===== src/rtl/ptcalc_pkg.sv =====
// Shared definitions for the ptcalc arithmetic blocks: default operand
// widths and the index-width helper used for id and counter buses.
package ptcalc_pkg;

  localparam int A_W_DEF = 21;
  localparam int B_W_DEF = 12;
  localparam int P_W_DEF = A_W_DEF + B_W_DEF;

  // Width needed to index n items; never narrower than one bit.
  function automatic int id_width(input int n);
    return (n > 1) ? $clog2(n) : 1;
  endfunction

endpackage


===== src/rtl/ptcalc_mul_pipe.sv =====
// Signed A_W x B_W multiplier with LAT register stages and a valid/id
// sideband. Operands are captured on the accept edge, the product is formed
// between the operand and first product register, and the last stage only
// updates on valid so the outputs hold their value between results.
module ptcalc_mul_pipe
  import ptcalc_pkg::*;
#(
  parameter int LAT  = 3,
  parameter int A_W  = A_W_DEF,
  parameter int B_W  = B_W_DEF,
  parameter int ID_W = 2,
  localparam int P_W = A_W + B_W
) (
  input  logic                  i_clk,
  input  logic                  i_rst,
  input  logic                  i_valid,
  input  logic [ID_W-1:0]       i_id,
  input  logic signed [A_W-1:0] i_a,
  input  logic signed [B_W-1:0] i_b,
  output logic                  o_valid,
  output logic [ID_W-1:0]       o_id,
  output logic signed [P_W-1:0] o_data
);

  generate
    if (LAT == 1) begin : g_lat1
      logic signed [P_W-1:0] w_prod;
      logic                  r_v;
      logic [ID_W-1:0]       r_id;
      logic signed [P_W-1:0] r_p;

      assign w_prod = P_W'(i_a) * P_W'(i_b);

      // Single stage: register the product directly on the accept edge.
      always_ff @(posedge i_clk) begin
        if (i_rst) begin
          r_v  <= 1'b0;
          r_id <= '0;
          r_p  <= '0;
        end else begin
          r_v <= i_valid;
          if (i_valid) begin
            r_id <= i_id;
            r_p  <= w_prod;
          end
        end
      end

      assign o_valid = r_v;
      assign o_id    = r_id;
      assign o_data  = r_p;
    end else begin : g_latn
      logic signed [A_W-1:0] r_a;
      logic signed [B_W-1:0] r_b;
      logic                  r_v0;
      logic [ID_W-1:0]       r_id0;
      logic signed [P_W-1:0] w_prod;
      logic                  r_v  [1:LAT-1];
      logic [ID_W-1:0]       r_id [1:LAT-1];
      logic signed [P_W-1:0] r_p  [1:LAT-1];

      assign w_prod = P_W'(r_a) * P_W'(r_b);

      // Operand capture stage (DSP input registers).
      always_ff @(posedge i_clk) begin
        if (i_rst) begin
          r_v0  <= 1'b0;
          r_id0 <= '0;
          r_a   <= '0;
          r_b   <= '0;
        end else begin
          r_v0 <= i_valid;
          if (i_valid) begin
            r_id0 <= i_id;
            r_a   <= i_a;
            r_b   <= i_b;
          end
        end
      end

      // Product stages; data and id advance only behind a valid bit.
      always_ff @(posedge i_clk) begin
        if (i_rst) begin
          for (int s = 1; s < LAT; s++) begin
            r_v[s]  <= 1'b0;
            r_id[s] <= '0;
            r_p[s]  <= '0;
          end
        end else begin
          r_v[1] <= r_v0;
          if (r_v0) begin
            r_id[1] <= r_id0;
            r_p[1]  <= w_prod;
          end
          for (int s = 2; s < LAT; s++) begin
            r_v[s] <= r_v[s-1];
            if (r_v[s-1]) begin
              r_id[s] <= r_id[s-1];
              r_p[s]  <= r_p[s-1];
            end
          end
        end
      end

      assign o_valid = r_v[LAT-1];
      assign o_id    = r_id[LAT-1];
      assign o_data  = r_p[LAT-1];
    end
  endgenerate

endmodule


===== src/rtl/ptcalc_mul_arb.sv =====
// Round-robin arbiter sharing one pipelined signed multiplier among N_REQ
// requesters. Tracks operations in flight and counts contended cycles.
module ptcalc_mul_arb
  import ptcalc_pkg::*;
#(
  parameter int N_REQ   = 4,
  parameter int MUL_LAT = 3,
  parameter int A_W     = A_W_DEF,
  parameter int B_W     = B_W_DEF,
  localparam int P_W    = A_W + B_W,
  localparam int ID_W   = id_width(N_REQ),
  localparam int CNT_W  = id_width(MUL_LAT + 1)
) (
  input  logic                   ap_clk,
  input  logic                   ap_rst,
  input  logic                   arb_en,
  input  logic [N_REQ-1:0]       req_valid,
  output logic [N_REQ-1:0]       req_ready,
  input  logic [N_REQ*A_W-1:0]   req_a,
  input  logic [N_REQ*B_W-1:0]   req_b,
  output logic                   res_valid,
  output logic [P_W-1:0]         res_data,
  output logic [ID_W-1:0]        res_id,
  output logic [CNT_W-1:0]       inflight,
  output logic [15:0]            conflict_cnt
);

  logic [ID_W-1:0]       r_rr_ptr;
  logic [CNT_W-1:0]      r_inflight;
  logic [15:0]           r_conflict;
  logic                  w_gnt_found;
  logic [ID_W-1:0]       w_gnt_idx;
  logic [N_REQ-1:0]      w_req_ready;
  logic                  w_accept;
  logic                  w_multi;
  logic signed [A_W-1:0] w_gnt_a;
  logic signed [B_W-1:0] w_gnt_b;
  logic                  w_res_valid;
  logic [ID_W-1:0]       w_res_id;
  logic signed [P_W-1:0] w_res_data;

  // Circular priority search starting at the round-robin pointer.
  always_comb begin
    w_gnt_found = 1'b0;
    w_gnt_idx   = '0;
    w_req_ready = '0;
    for (int j = 0; j < N_REQ; j++) begin
      if (!w_gnt_found && arb_en && !ap_rst &&
          req_valid[ID_W'((int'(r_rr_ptr) + j) % N_REQ)]) begin
        w_gnt_found = 1'b1;
        w_gnt_idx   = ID_W'((int'(r_rr_ptr) + j) % N_REQ);
      end
    end
    if (w_gnt_found) w_req_ready[w_gnt_idx] = 1'b1;
  end

  assign w_accept = |(req_valid & w_req_ready);
  assign w_multi  = |(req_valid & (req_valid - N_REQ'(1)));
  assign w_gnt_a  = req_a[int'(w_gnt_idx)*A_W +: A_W];
  assign w_gnt_b  = req_b[int'(w_gnt_idx)*B_W +: B_W];

  // Advance the pointer past the requester just served.
  always_ff @(posedge ap_clk) begin
    if (ap_rst) begin
      r_rr_ptr <= '0;
    end else if (w_accept) begin
      r_rr_ptr <= (w_gnt_idx == ID_W'(N_REQ - 1)) ? '0 : w_gnt_idx + ID_W'(1);
    end
  end

  // Outstanding operation count: +1 on accept, -1 on result, both cancel.
  always_ff @(posedge ap_clk) begin
    if (ap_rst) begin
      r_inflight <= '0;
    end else begin
      case ({w_accept, w_res_valid})
        2'b10:   r_inflight <= r_inflight + CNT_W'(1);
        2'b01:   r_inflight <= r_inflight - CNT_W'(1);
        default: r_inflight <= r_inflight;
      endcase
    end
  end

  // Saturating count of enabled cycles with competing requesters.
  always_ff @(posedge ap_clk) begin
    if (ap_rst) begin
      r_conflict <= '0;
    end else if (arb_en && w_multi && r_conflict != 16'hFFFF) begin
      r_conflict <= r_conflict + 16'd1;
    end
  end

  ptcalc_mul_pipe #(
    .LAT  (MUL_LAT),
    .A_W  (A_W),
    .B_W  (B_W),
    .ID_W (ID_W)
  ) u_mul_pipe (
    .i_clk   (ap_clk),
    .i_rst   (ap_rst),
    .i_valid (w_accept),
    .i_id    (w_gnt_idx),
    .i_a     (w_gnt_a),
    .i_b     (w_gnt_b),
    .o_valid (w_res_valid),
    .o_id    (w_res_id),
    .o_data  (w_res_data)
  );

  assign req_ready    = w_req_ready;
  assign res_valid    = w_res_valid;
  assign res_id       = w_res_id;
  assign res_data     = w_res_data;
  assign inflight     = r_inflight;
  assign conflict_cnt = r_conflict;

endmodule


===== config.mk =====
export PLATFORM = sky130hd
export DESIGN_NAME = ptcalc_mul_arb
export DESIGN_NICKNAME = d
export VERILOG_FILES = /design/src/rtl/ptcalc_pkg.sv /design/src/rtl/ptcalc_mul_pipe.sv /design/src/rtl/ptcalc_mul_arb.sv
export SDC_FILE = /design/constraint.sdc
export NUM_CORES = 1
export LEC_CHECK = 0
export CAP_MARGIN = 20
export CORE_MARGIN = 3
export CORE_UTILIZATION = 58
export CTS_BUF_LIST = sky130_fd_sc_hd__clkbuf_4 sky130_fd_sc_hd__clkbuf_8 sky130_fd_sc_hd__clkbuf_16
export DETAILED_ROUTE_END_ITERATION = 7
export GPL_TIMING_DRIVEN = 1
export PLACE_DENSITY = 0.83
export SYNTH_ARGS = -nofsm -noshare
export SYNTH_HDL_FRONTEND = slang
export SYNTH_SLANG_ARGS = --single-unit
export TNS_END_PERCENT = 100

===== constraint.sdc =====
create_clock -name ap_clk -period 6.2 [get_ports ap_clk]
set_clock_uncertainty 0.1 [all_clocks]
set_input_delay 0.62 -clock ap_clk [delete_from_list [all_inputs] [get_ports ap_clk]]
set_output_delay 0.62 -clock ap_clk [all_outputs]
set_load 0.01 [all_outputs]

# Word-level counts from Yosys, hierarchy flattened
# Memories as Yosys holds them, arrays and structs flattened.
# Cells that the tools add are included.
# W data, S select, Z words.
# totals
ff_bits	56
ramBits	72
in_bits	139
out_inout_bits	58
elab_cells	102
n_memories	3
# mem_list
memory	depth	width	rd	rd_clocked_by_memory_dff	write_ports	line_no	rtl
u_mul_pipe.g_latn.r_p	2	33	2	0	2	ptcalc_mul_pipe.sv:60	logic signed [P_W-1:0] r_p [1:LAT-1];
u_mul_pipe.g_latn.r_id	2	2	2	0	2	ptcalc_mul_pipe.sv:59	logic [ID_W-1:0] r_id [1:LAT-1];
u_mul_pipe.g_latn.r_v	2	1	2	0	2	ptcalc_mul_pipe.sv:58	logic r_v [1:LAT-1];
# classes
n_addsub	8
multipliers	3
order_cmp	6
eq_ne	4
shifts	2
muxes	40
n_bitwise	8
reduce_logical	21
# op_table
operator	n
$shiftx A84 B8 Y21	1
$mux W33	2
$shiftx A48 B7 Y12	1
$mul A21 B12 Y33	1
$mux W1	24
$add A16 B1 Y16 const B	1
$lt A2 B4 Y1 const B	4
$ne A16 B16 Y1 const B	1
$logic_and A1 B1 Y1	14
$mux W2	7
$and A4 B4 Y4	2
$bmux W1 S2	4
$reduce_or A4 Y1	2
$mul A2 B5 Y7 const B	1
$add A2 B1 Y2 const B	3
$or A1 B1 Y1	6
$add A2 B2 Y2 const B	2
$eq A2 B2 Y1 const B	2
$logic_not A1 Y1	4
$mul A2 B2 Y4 const B	1
$mux W4	1
$pmux W2 S2	1
$sub A4 B1 Y4 const B	1
$lt A2 B3 Y1 const B	1
5 further kinds	5

# Longest topological paths before layout
# depth
depth_word	29
mapped_depth	20
mapped_depth_nobuf	18

# Hierarchy
# A second synthesis with hierarchy kept.
# hier_totals
hier_cells	1692
hier_area_um2	15398.5
# by_module_without_submodules
module	n_inst	cells_per_inst	area_each_um2	seq_area_each_um2
ptcalc_mul_pipe	1	1318	12783.5	2862.7
ptcalc_mul_arb	1	374	2615.0	400.4

# Least setup slack after synthesis
# OpenSTA, ideal clock, no wires.
# synth_path
path_kind	reg-to-reg
start	reg u_mul_pipe.g_latn.r_b[11]
end	mem u_mul_pipe.g_latn.r_p[1][31] (netlist name), data pin
setup_ns	0.267
arrival_ns	5.008
required_time_ns	5.833
path_slack_ns	0.825
path_stages_with_launch	18
n_path_buf	1
synth_period_minus_slack_ns	5.375
path_cell_list	dfxtp_1 -> clkinv_1 -> buf_1 -> nor2_1 -> fa_1 -> fa_1 -> fa_1 -> fa_1 -> inv_1 -> fa_1 -> inv_1 -> ha_1 -> nand4_1 -> or3_1 -> a211oi_2 -> o311ai_1 -> a21oi_1 -> nor3b_2
# synth_rtl
element	line_no	rtl
start, declared	ptcalc_mul_pipe.sv:54	logic signed [B_W-1:0] r_b;
start signal, assigned	ptcalc_mul_pipe.sv:76	r_b <= i_b;
end, declared	ptcalc_mul_pipe.sv:60	

==> summary.md <==
| Metric | Value |
|---|---|
| Dominant register cell in the synthesized netlist | `edfxtp_1` |
| Overall via count from detail_route | `about 12000` |
| Netlist area before placement | `14900 um2` |
| Total track usage | `28.4%` |
| Worst path most repeated cell | `fa_1` |
| Setup slack on the worst flop-to-flop path | `240 ps` |
| Sum Neg Setup Slack | `0 ps` |
| Layout fillers | `roughly 1900` |
| Detailed-route wire length on metal 1 | `around 14000 um` |
| Placed wire-length estimate | `between 20000 and 30000 um` |
| Synth Area per Inst | `between 8 and 9 um2` |
| First-pass GRT wire length | `63500 um` |
| Synthesis-to-finish area growth | `18.9%` |
| Standard-cell row count | `a little under 60` |
| P per Cell Area | `~150 nW/um2` |
| Clock edge transition at the registers on the reported setup and hold paths | `70 ps` |
| Number of top-level design ports | `197` |
| Violation count after the first detailed-routing iteration | `roughly 800` |
| Core Footprint | `around 25000 um2` |
| Register bit count reported by yosys | `~130` |
| Kind of end point of the critical path | `flop` |
| Leakage power summed over all cells | `around 8 nW` |
| Cell count after synthesis | `1687` |
| Top post-synthesis cells by area | `fa_1, edfxtp_1, nand2_1` |
| Met3 layer wire length in the routed design | `2120 um` |
| Initial Utilization | `between 50 and 60%` |
| Die W | `about 170 um` |
| DIE AREA | `about 28000 um2` |
| Height of the chip | `about 170 um` |
| Count of clock tree sinks | `between 100 and 150` |
| Via count of the first global-routing pass | `approximately 13000` |
| Final wirelength | `between 30000 and 40000 um` |
| Clk Tree Root Cell | `clkbuf_16` |
| Initial antenna violation count | `0` |
| DRT Pass-1 Iters | `5` |
| Number of enable-type register cells in the synthesized netlist | `70` |
| Total CTS buffers | `17` |
| Clock tree from TritonCTS | `yes` |
| Outcome | `complete, no violations` |
| Routed wire length on met2 | `19300 um` |
| Synthesized netlist net count | `about 2100` |
| Share of flip-flops with an asynchronous set or reset after synthesis | `0%` |
| Number of inserted diodes | `0` |
| Ratio of cells with drive above 1 in the final layout | `4.42%` |
| Fraction of synthesized cell area taken by the top area cell type | `between 30 and 40%` |
| CTS hold repair buffers | `0` |
| H-Tree Depth | `4` |
| Highest metal used | `met4` |
| Max IR drop VDD | `around 0.00017 V` |
| Category of the critical setup timing path | `reg -> reg` |
| ANT nets after route | `0` |
| Peak per-stage delay on the critical path | `710 ps` |
| Port bufs | `196` |
| Clk buf depth | `2` |
| Proportion of synthesized chip area in sequential cells | `a little over a fifth` |
| Total number of nets in the final design | `between 2000 and 2500` |
| Least-Margin Pin Slew | `between 1000 and 1500 ps` |
| Final period util | `between 90% and 100%` |
| Max stage delay cell, worst path | `dfxtp_1` |
| Final number of setup-violating endpoints | `0` |
| Crit path DAT | `around 6000 ps` |
| Endpoint required time on the critical path | `about 6200 ps` |
| Cell taking the most area after synthesis | `fa_1` |
| Max FO, Critical Path | `13` |
| Remaining Overflow, GRT | `0` |
| Maximum Capacitance Violations | `0` |
| Post-DR vias/cell | `5.55` |
| Clock latency on the worst-skew pair | `roughly 440 ps` |
| Hold crit path type | `reg -> reg` |
| Count of distinct cell types in the synthesized netlist | `64` |
| Setup crit start kind | `flop` |
| Minimum clock period after layout | `between 5000 and 6000 ps` |
| Max-slew headroom | `between 20% and 30%` |
| Series of cell instances along the critical path | `buf_4, and2_1, fa_1, fa_1, inv_1, fa_1, fa_1, fa_1, inv_1, ha_1, a21oi_1, o21ai_0, nor4b_1, buf_4, o31ai_1, nor3b_1, nor3_1` |
| Yosys Warn Count | `0` |
| Total count of max-transition violations in the final report | `0` |
| Final-report hold violation count | `0` |
| Setup repair after global routing missed its margin | `no` |
| Post-route DRC | `0` |
| Average routed wire per standard cell | `17.2 um` |
| Worst Hold Slack | `404 ps` |
| Routability congestion estimate | `~0.92` |
| Maximum number of pins on one net before global-route repair | `71` |
| FMAX | `0.168 GHz` |
[path summary, 6_finish.rpt]
kind / endpoint / cells past startpoint / startpoint
max: u_mul_pipe.g_latn.r_p[1][27] / 17 / u_mul_pipe.g_latn.r_b[5]
max reg2reg: u_mul_pipe.g_latn.r_p[1][27] / 17 / u_mul_pipe.g_latn.r_b[5]
min: conflict_cnt[11] / 2 / conflict_cnt[11]
min reg2reg: conflict_cnt[11] / 2 / conflict_cnt[11]
[synthesized netlist by cell type, types with 7 or more instances]
master	count
a21o_1	8
dfxtp_1	58
a31o_1	30
buf_2	14
o21a_1	10
mux2i_1	8
o21ai_0	24
nor3_1	17
a21oi_1	34
xnor2_1	23
buf_1	9
nor3b_1	34
fa_1	228
edfxtp_1	70
and2_1	112
or3_1	8
clkbuf_1	66
xor2_1	7
nand2b_1	15
nand2_1	334
nand3_1	82
ha_1	75
nor2b_1	8
nand4_1	10
nor2_1	48
inv_1	278
[sequential cells by signal, indices dropped and copies added, names as in the netlist]
| register | cells |
|---|---|
| u_mul_pipe.g_latn.r_v0 | 1 |
| inflight | 2 |
| u_mul_pipe.g_latn.r_v | 2 |
| u_mul_pipe.g_latn.r_id0 | 2 |
| u_mul_pipe.g_latn.r_id | 4 |
| u_mul_pipe.g_latn.r_b | 12 |
| conflict_cnt | 16 |
| u_mul_pipe.g_latn.r_a | 21 |
| u_mul_pipe.g_latn.r_p | 66 |
| r_rr_ptr | 2 |
[metal layers]
| metal | global-route usage [%] | vias up |
|---|---|---|
| met1 | 33.2 | 5961 |
| li1 | - | 5607 |
| met4 | 14.4 | 0 |
| met2 | 50.6 | 437 |
| met3 | 4.46 | 127 |
| met5 | 0 | - |
[cell usage in the layout, fill, tap and decap left out, drive strengths merged, types with 8 or more instances in the layout]
| cell type | count |
|---|---|
| mux2i | 8 |
| xnor2 | 23 |
| nor3b | 35 |
| nand2b | 15 |
| a21oi | 34 |
| o21a | 10 |
| clkdlybuf4s50 | 195 |
| nor2b | 8 |
| a21o | 8 |
| or3 | 8 |
| buf | 31 |
| o21ai | 25 |
| ha | 75 |
| nand2 | 334 |
| nand4 | 10 |
| nand3 | 82 |
| nor3 | 18 |
| fa | 228 |
| dfxtp | 58 |
| clkbuf | 17 |
| inv | 288 |
| a31o | 33 |
| and2 | 113 |
| nor2 | 48 |
| edfxtp | 70 |
[power breakdown]
part / total, mW / internal (mW) / switching, mW / leakage, nW
Sequential: 1.00 / 0.937 / 0.0639 / 1.20
Clock: 1.01 / 0.564 / 0.448 / 0.281
Combinational: 0.650 / 0.298 / 0.352 / 6.52
[critical path: cells and delay by family (launching register included)]
| kind | cells | cell delay [ps] |
|---|---|---|
| fa+ha+maj | 6 | 2840 |
| compound gates | 3 | 740 |
| flops | 1 | 710 |
| simple gates | 4 | 700 |
| buf+inv | 4 | 540 |
[kinds of logic (layout without fill, tap and decap cells)]
| group | count (synthesis) | in the layout | share of synthesized area (%) |
|---|---|---|---|
| and+or+nand+nor | 692 | 692 | 22.2 |
| adders and majority gates | 304 | 304 | 36.9 |
| AOI/OAI and AO/OA | 153 | 153 | 7.21 |
| buffers and inverters | 372 | 539 | 9.54 |
| DFF | 128 | 128 | 21.8 |
| muxes | 8 | 8 | 0.536 |
| xor gates and xnor gates | 30 | 30 | 1.76 |
[stage by stage]
step	instance area, um2	instances	total power, mW	setup slack, ps	utilization, %
after floorplan	14900	1687	1.40	825	-
after global placement	17200	2150	1.64	509	68.0
after detailed placement	17200	2150	1.66	270	68.0
after CTS	17700	2182	2.67	241	70.2
after global routing	17800	2184	2.78	12.4	70.3
final	17800	2184	2.66	243	70.3
[cell type report]
type	instances	area (um2)	share of cell area (%)
Multi-Input combinational cell	1187	10300	57.8
Sequential cell	128	3260	18.4
Tap cell	330	413	2.32
Clock inverter	15	148	0.831
Timing Repair Buffer	226	2190	12.3
Clock buffer	17	425	2.39
Inverter	281	1060	5.96
[what timing repair did]
action                     CTS  global route
setup endpoints to repair    0             7
resized for setup            0             1
buffers inserted             0             1
No activity file was read; power rests on OpenSTA's default activity.
